## config.mk

```make
export PLATFORM = sky130hd
export DESIGN_NAME = gray_to_bin_seq
export DESIGN_NICKNAME = d
export VERILOG_FILES = /design/src/rtl/gray_to_bin_seq.sv
export SDC_FILE = /design/constraint.sdc
export NUM_CORES = 1
export LEC_CHECK = 0
export ABC_AREA = 1
export CORE_MARGIN = 3
export CORE_UTILIZATION = 48
export CTS_CLUSTER_SIZE = 28
export DETAILED_ROUTE_END_ITERATION = 8
export GPL_ROUTABILITY_DRIVEN = 0
export PLACE_DENSITY = 0.76
export SETUP_SLACK_MARGIN = 0.5
export SYNTH_ARGS = -nofsm -noshare
export SYNTH_HDL_FRONTEND = slang
export SYNTH_SLANG_ARGS = --single-unit
```

## constraint.sdc

```tcl
create_clock -name clk -period 1.7 [get_ports clk]
set_clock_uncertainty 0.05 [all_clocks]
set_input_delay 0.34 -clock clk [delete_from_list [all_inputs] [get_ports clk]]
set_output_delay 0.34 -clock clk [all_outputs]
set_load 0.05 [all_outputs]
```

## src/rtl/gray_to_bin_seq.sv

```systemverilog
// gray_to_bin_seq: bit-serial Gray-to-binary decoder.
// A Gray word is accepted over a valid/ready handshake. It is resolved MSB-first,
// one bit per clock, and the binary result is offered on an output valid/ready
// handshake. In DONE the block can release the result and accept a new word in
// the same cycle.
module gray_to_bin_seq #(
   parameter int WIDTH = 4
) (
   input  logic             clk,
   input  logic             rst_n,
   input  logic             in_valid,
   output logic             in_ready,
   input  logic [WIDTH-1:0] gray_in,
   output logic             out_valid,
   input  logic             out_ready,
   output logic [WIDTH-1:0] bin_out,
   output logic             busy
);

   localparam int IDX_W = (WIDTH > 1) ? $clog2(WIDTH) : 1;
   localparam logic [IDX_W-1:0] IDX_LAST = IDX_W'(WIDTH - 1);

   typedef enum logic [1:0] {
      S_IDLE    = 2'd0,
      S_CONVERT = 2'd1,
      S_DONE    = 2'd2
   } state_t;

   state_t           r_state;
   state_t           w_state_nxt;
   logic [WIDTH-1:0] r_g;
   logic [WIDTH-1:0] w_g_nxt;
   logic [WIDTH-1:0] r_bin;
   logic [WIDTH-1:0] w_bin_nxt;
   logic [IDX_W-1:0] r_idx;
   logic [IDX_W-1:0] w_idx_nxt;
   logic             w_accept;
   logic [WIDTH-1:0] w_bin_above;

   // Handshake outputs depend only on the state and out_ready. They never depend on gray_in.
   assign in_ready  = (r_state == S_IDLE) | ((r_state == S_DONE) & out_ready);
   assign out_valid = (r_state == S_DONE);
   assign busy      = (r_state == S_CONVERT);
   assign bin_out   = r_bin;
   assign w_accept  = in_valid & in_ready;

   // bin[idx+1] is read at position idx. The shift fills the MSB with 0, so the
   // top bit needs no special case.
   assign w_bin_above = r_bin >> 1;

   // Next-state logic: accept or re-accept a word, resolve one bit per cycle, release in DONE
   always_comb begin
      w_state_nxt = r_state;
      w_g_nxt     = r_g;
      w_bin_nxt   = r_bin;
      w_idx_nxt   = r_idx;
      case (r_state)
         S_CONVERT: begin
            w_bin_nxt[r_idx] = r_g[r_idx] ^ w_bin_above[r_idx];
            if (r_idx == '0) begin
               w_state_nxt = S_DONE;
            end else begin
               w_idx_nxt = r_idx - IDX_W'(1);
            end
         end
         S_DONE: begin
            if (out_ready) begin
               w_state_nxt = S_IDLE;
            end
         end
         default: begin
            w_state_nxt = S_IDLE;
         end
      endcase
      // An accept overrides the DONE release. This gives back-to-back re-accept.
      if (w_accept) begin
         w_g_nxt     = gray_in;
         w_bin_nxt   = '0;
         w_idx_nxt   = IDX_LAST;
         w_state_nxt = S_CONVERT;
      end
   end

   // State and datapath registers. An asynchronous reset discards any word in flight.
   always_ff @(posedge clk or negedge rst_n) begin
      if (!rst_n) begin
         r_state <= S_IDLE;
         r_g     <= '0;
         r_bin   <= '0;
         r_idx   <= IDX_LAST;
      end else begin
         r_state <= w_state_nxt;
         r_g     <= w_g_nxt;
         r_bin   <= w_bin_nxt;
         r_idx   <= w_idx_nxt;
      end
   end

endmodule

```

==> metrics.yaml, run 1 <==
status:
  status: "finished clean"
critical_path:
  cp_top_family: "flip-flops"
  cp.arrival_ps: 1090
  cpPeakStageDelay_ps: 450
  path_cells: "inv_1 > nor2_4 > buf_12"
  end_kind: "output port"
  critPathRequiredTime_ps: 1310
  criticalPathCategory: "flip-flop to output port"
  crit_buf_inv: 2
  path_max_fanout: 4
  crit_slowest_cell: "dfrtp_2"
  cp-start-kind: "flip-flop"
timing:
  finalHoldViolCount: 0
  clock.fmax_ghz: 0.676
  report.final.slew_viol_count: 0
  fin_crit_ps: 1480
  finalCritPeriodShare_pct: 87.0
  relSlewSlack_pct: 79.3
  tightest_slew_ps: 309
  finalSetupViolations: 0
  fin_tns_setup_ps: 0
  holdWs_ps: 257
  rsz0062_at_grt: "true"
yosys:
  synthDistinctLibCells: 20
  ys_seq_area_share_pct: 44.2
  yosysWarnings: 0
  syn-num-nets: 97
  yosysTopAreaCell: "dfrtp_1"
  synth_area_leaders: "dfrtp_1 (36%), nand2_1 (14%), dfstp_2 (7.7%), ha_1 (7.3%), nor2_1 (6.6%)"
  syn_avg_cell_area_um2: 8.07
  synth_cells: 85
  syn-cell-area_um2: 686
  synth_top_area_share_pct: 36.5
  ys_ff_latch: 12
grt:
  grtUsageTotal_pct: 19.2
  grt_max_degree: 8
  use_met2_pct: 32.0
  grt.busiest_layer: "met2"
  grt_pass1_wl_um: 2700
  antenna_found_initial: 0
  grt.overflow.total: 0
  grt.met3_usage_pct: 4.98
  first_global_vias: 615
  grtUsageMet1_pct: 24.2
power_and_ir_drop:
  power.total_mw: 2.58
  p_leak_nw: 0.533
  cellInternalPower_mw: 1.30
  power_frac_clock_pct: 7.5
  vdd_ir_drop_max_uv: 1580
  power_switching_mw: 1.27
  switching_share_pct: 49.5
  power_density_mw_per_mm2: 2350
  comb_power_share_pct: 69.1
  power_frac_seq_pct: 23.5
drt:
  remaining_drc_errors: 0
  drt_iter0_markers: 10
  viasPerCell: 5.35
  vias: 674
  avgRoutedWirePerCell_um: 15.9
  ant_nets: 0
  totalWireLength_um: 2000
  dr.pass1.iters: 4
die:
  dieWidth_um: 43.8
  die_h_um: 43.8
  ios: 15
  coreArea_mm2: 0.00122
  die_area_mm2: 0.00192
  initial_core_util_pct: 56.4
  std_cell_rows: 12
cells_and_area:
  fin_nets: 125
  n_fill_cell: 60
  num_antenna_cells: 0
  design_area_mm2: 0.00110
  drive_gt1_share_pct: 50.9
  syn2layout_area_growth_pct: 60.0
  final_cell_mix: "nand2_1 (19), buf_6 (9), inv_1 (7)"
  final_common_cell: "nand2_1"
  final_util_pct: 90.2
cts:
  root_buffer: "clkbuf_4"
  clock-sinks: 12
  cts_buffer_depth: 2
  cts_buffers: 3
  cts_tree: "yes"
  htree_levels: 1
  holdBufCountCts: 0
  path_clk_slew_ps: 80
  clk_latency_ps: 280
flow_run:
  drv_cap: 0
min_path:
  worstHoldPathType: "primary input to async pin"
placed_design:
  dpl_cell_area_um2: 893
  io_buffer_count: 14
  hpwl_um: 1110
==> through the flow <==
step                setup slack [ps]  std cells
floorplan                        396         85
global placement                 114        114
detailed placement              57.4        114
CTS                              254        123
global route                     177        126
finish                           221        126
==> cell type report <==
class	count	area (µm²)	share of cell area, %
inverter	14	60.1	5.47
sequential	12	309	28.2
multi-input combinational	58	417	38.0
clock buffer	4	26.3	2.39
timing repair buffer	24	268	24.4
tap	14	17.5	1.60
==> kinds of logic (layout without fill, tap and decap cells) <==
group,after synthesis,count (layout),share of synthesized area (%)
compound gates,7,7,6.02
xor+xnor,1,1,1.28
fa+ha+maj,4,4,7.30
buf+inv,15,42,9.85
flops,12,12,44.2
mux,2,2,3.28
simple gates,44,44,28.1
==> power groups by stage <==
stage	clock network, mW	logic (mW)	registers (mW)
finish	0.192	1.78	0.604
global route	0.208	1.90	0.620
CTS	0.190	1.49	0.576
detailed placement	0	1.27	0.577
global placement	0	1.24	0.574
floorplan	0	0.772	0.683
==> flip-flops by register name (all words and copies together), names as in the netlist <==
register,flops
r_state,2
r_g,4
r_idx,2
bin_out,4
==> Yosys cell counts <==
master,count
nand3_4,1
mux2_2,2
o211ai_1,1
clkinv_1,1
inv_1,11
dfstp_2,2
nand2_2,1
inv_2,2
buf_8,1
nand3_1,3
a21oi_1,3
dfrtp_1,10
nor2_4,1
nand2_1,26
o21ai_1,1
ha_1,4
o21ai_0,1
o21ai_2,1
xnor2_1,1
nor2_1,12
==> timing repair <==
action                                  CTS  global route
pin swaps                                 7            13
resized for setup                        15            22
endpoints found under the setup margin   17            17
buffers inserted                          5             3
==> worst paths after layout <==
check,slack (ps),to,depth (start not counted),from
max,220,out_valid,3,r_state[1]
min,260,r_g[0],1,rst_n
max reg2reg,270,bin_out[2],9,r_state[0]
min in group clk,490,r_g[0],2,r_g[0]
max in group asynchronous,830,r_idx[1],2,rst_n
min reg2reg,490,r_g[0],2,r_g[0]
==> layer usage <==
layer,up-vias,part of all wire (%)
met5,-,0
met4,0,1.7
met1,327,41
met2,26,52
li1,315,-
met3,6,5.4
(Power assumes the default switching activity.)
==> run 2, diff against run 1 <==
--- a/config.mk
+++ b/config.mk
@@ -6,12 +6,14 @@
 export NUM_CORES = 1
 export LEC_CHECK = 0
 export ABC_AREA = 1
+export CELL_PAD_IN_SITES_DETAIL_PLACEMENT = 0
+export CELL_PAD_IN_SITES_GLOBAL_PLACEMENT = 2
 export CORE_MARGIN = 3
-export CORE_UTILIZATION = 48
+export CORE_UTILIZATION = 27
 export CTS_CLUSTER_SIZE = 28
 export DETAILED_ROUTE_END_ITERATION = 8
 export GPL_ROUTABILITY_DRIVEN = 0
-export PLACE_DENSITY = 0.76
+export PLACE_DENSITY_LB_ADDON = 0.1
 export SETUP_SLACK_MARGIN = 0.5
 export SYNTH_ARGS = -nofsm -noshare
 export SYNTH_HDL_FRONTEND = slang
==> run 2 against run 1 <==
Hold slack better by 42 ps. Clock power is 22% higher. Global-route usage fell by 7.9 points. Critical path type unchanged. Non-clock buffer count up 2. Utilization fell by 42 points. Final area grew 1.3%. Die area up 66%. Register-to-register slack gained 150 ps. Highest routed layer unchanged.
==> metrics.yaml, run 2 (synthesized netlist as in run 1, its figures left out) <==
timing:
  clock.fmax_ghz: 0.689
  rsz0062_at_grt: "true"
  relSlewSlack_pct: 88.8
  finalSetupViolations: 0
  fin_tns_setup_ps: 0
  tightest_slew_ps: 168
  finalHoldViolCount: 0
  finalCritPeriodShare_pct: 85.3
  fin_crit_ps: 1450
  report.final.slew_viol_count: 0
critical_path:
  critPathRequiredTime_ps: 1310
  reg2reg_to: "bin_out[2]"
  timing.rr.start: "r_state[0]"
  end_kind: "output port"
  r2r_setup_slack_ps: 420
  cp.arrival_ps: 1060
  path_max_fanout: 4
  r2r_cells: 8
  criticalPathCategory: "flip-flop to output port"
  cp-startpoint: "r_state[1]"
  setup.worst_path.end: "in_ready"
  cp-start-kind: "flip-flop"
die:
  ios: 15
  initial_core_util_pct: 29.6
  die_h_um: 56.4
  die_area_mm2: 0.00318
  coreArea_mm2: 0.00232
  std_cell_rows: 17
  dieWidth_um: 56.4
drt:
  remaining_drc_errors: 0
  avgRoutedWirePerCell_um: 10.7
  dr.pass1.iters: 1
  vias: 613
  ant_nets: 0
  totalWireLength_um: 1520
  drt_iter0_markers: 0
  viasPerCell: 4.32
grt:
  grt_max_degree: 13
  first_global_vias: 596
  grt.overflow.total: 0
  antenna_found_initial: 0
  grt_pass1_wl_um: 2720
  grtUsageTotal_pct: 11.3
power_and_ir_drop:
  power_switching_mw: 1.15
  power_frac_clock_pct: 9.5
  comb_power_share_pct: 66.7
  cellInternalPower_mw: 1.30
  power_density_mw_per_mm2: 2210
  vdd_ir_drop_max_uv: 1070
  power_frac_seq_pct: 23.8
  p_leak_nw: 0.537
  switching_share_pct: 47.0
cts:
  path_clk_slew_ps: 80
  cts_buffers: 3
  root_buffer: "clkbuf_4"
  clock-sinks: 12
  cts_tree: "yes"
  cts_buffer_depth: 2
  clk_latency_ps: 280
  htree_levels: 1
cells_and_area:
  fin_nets: 127
  n_fill_cell: 229
  final_common_cell: "nand2_1"
  syn2layout_area_growth_pct: 62.0
  final_cell_mix: "nand2_1 (18), buf_4 (9), nor2_1 (8)"
  final_util_pct: 47.9
  drive_gt1_share_pct: 51.8
  num_antenna_cells: 0
status:
  status: "finished clean"
flow_run:
  drv_cap: 0
min_path:
  worstHoldPathType: "primary input to async pin"
placed_design:
  hpwl_um: 1090
  io_buffer_count: 14
==> run 2: changes by cell type in the layout (fill, tap and decap cells not counted), sizes merged <==
cell,delta
buf,+2
==> run 2: metrics by stage <==
step	instance area (µm²)	hold WS, ps	power (mW)	instances	setup WS (ps)
after CTS	1070	298	2.34	140	239
after floorplan	716	-5.59	1.46	85	396
after global routing	1110	298	2.66	142	188
final	1110	299	2.45	142	249
after global placement	918	457	1.86	129	80.4
after detailed placement	918	459	1.85	129	73.5
==> run 2: how the worst min path moves through the flow <==
stage / from / endpoint / depth (start not counted)
floorplan: rst_n / bin_out[0] / 0
global placement: r_g[3] / r_g[3] / 1
detailed placement: r_g[3] / r_g[3] / 1
CTS: rst_n / bin_out[0] / 2
global route: rst_n / bin_out[0] / 2
finish: rst_n / bin_out[0] / 2
==> run 2: worst max-delay path, stage by stage, from the launching register on <==
cell and delay (ps):
dfrtp_2 470, a21oi_4 160, buf_12 150
==> run 2: cell type report <==
cell class	instances	area (µm²)	area share (%)
multi-input combinational	58	393	35.4
tap	28	35.0	3.15
clock buffer	4	36.3	3.27
timing repair buffer	26	275	24.8
sequential	12	309	27.8
inverter	14	62.6	5.63
==> run 2: power groups by stage <==
stage	combinational, mW	sequential [mW]	clock [mW]
after global routing	1.79	0.604	0.263
final	1.63	0.583	0.234
after floorplan	0.772	0.683	0
after detailed placement	1.27	0.580	0
after CTS	1.51	0.584	0.246
after global placement	1.28	0.579	0
==> run 2: layer usage <==
layer,global-route usage [%],routed length (µm),vias to the layer above
met3,5.29,89,2
met1,13.6,680,280
met4,4.07,12,0
met5,0,0,-
met2,17.5,738,13
li1,-,-,318
==> run 2: timing repair <==
| action | CTS | global route |
|---|---|---|
| buffers inserted | 7 | 2 |
| gates resized for setup | 21 | 10 |
| hold buffers | 0 | 0 |
| pin swaps | 3 | 7 |
| endpoints found under the setup margin | 17 | 19 |
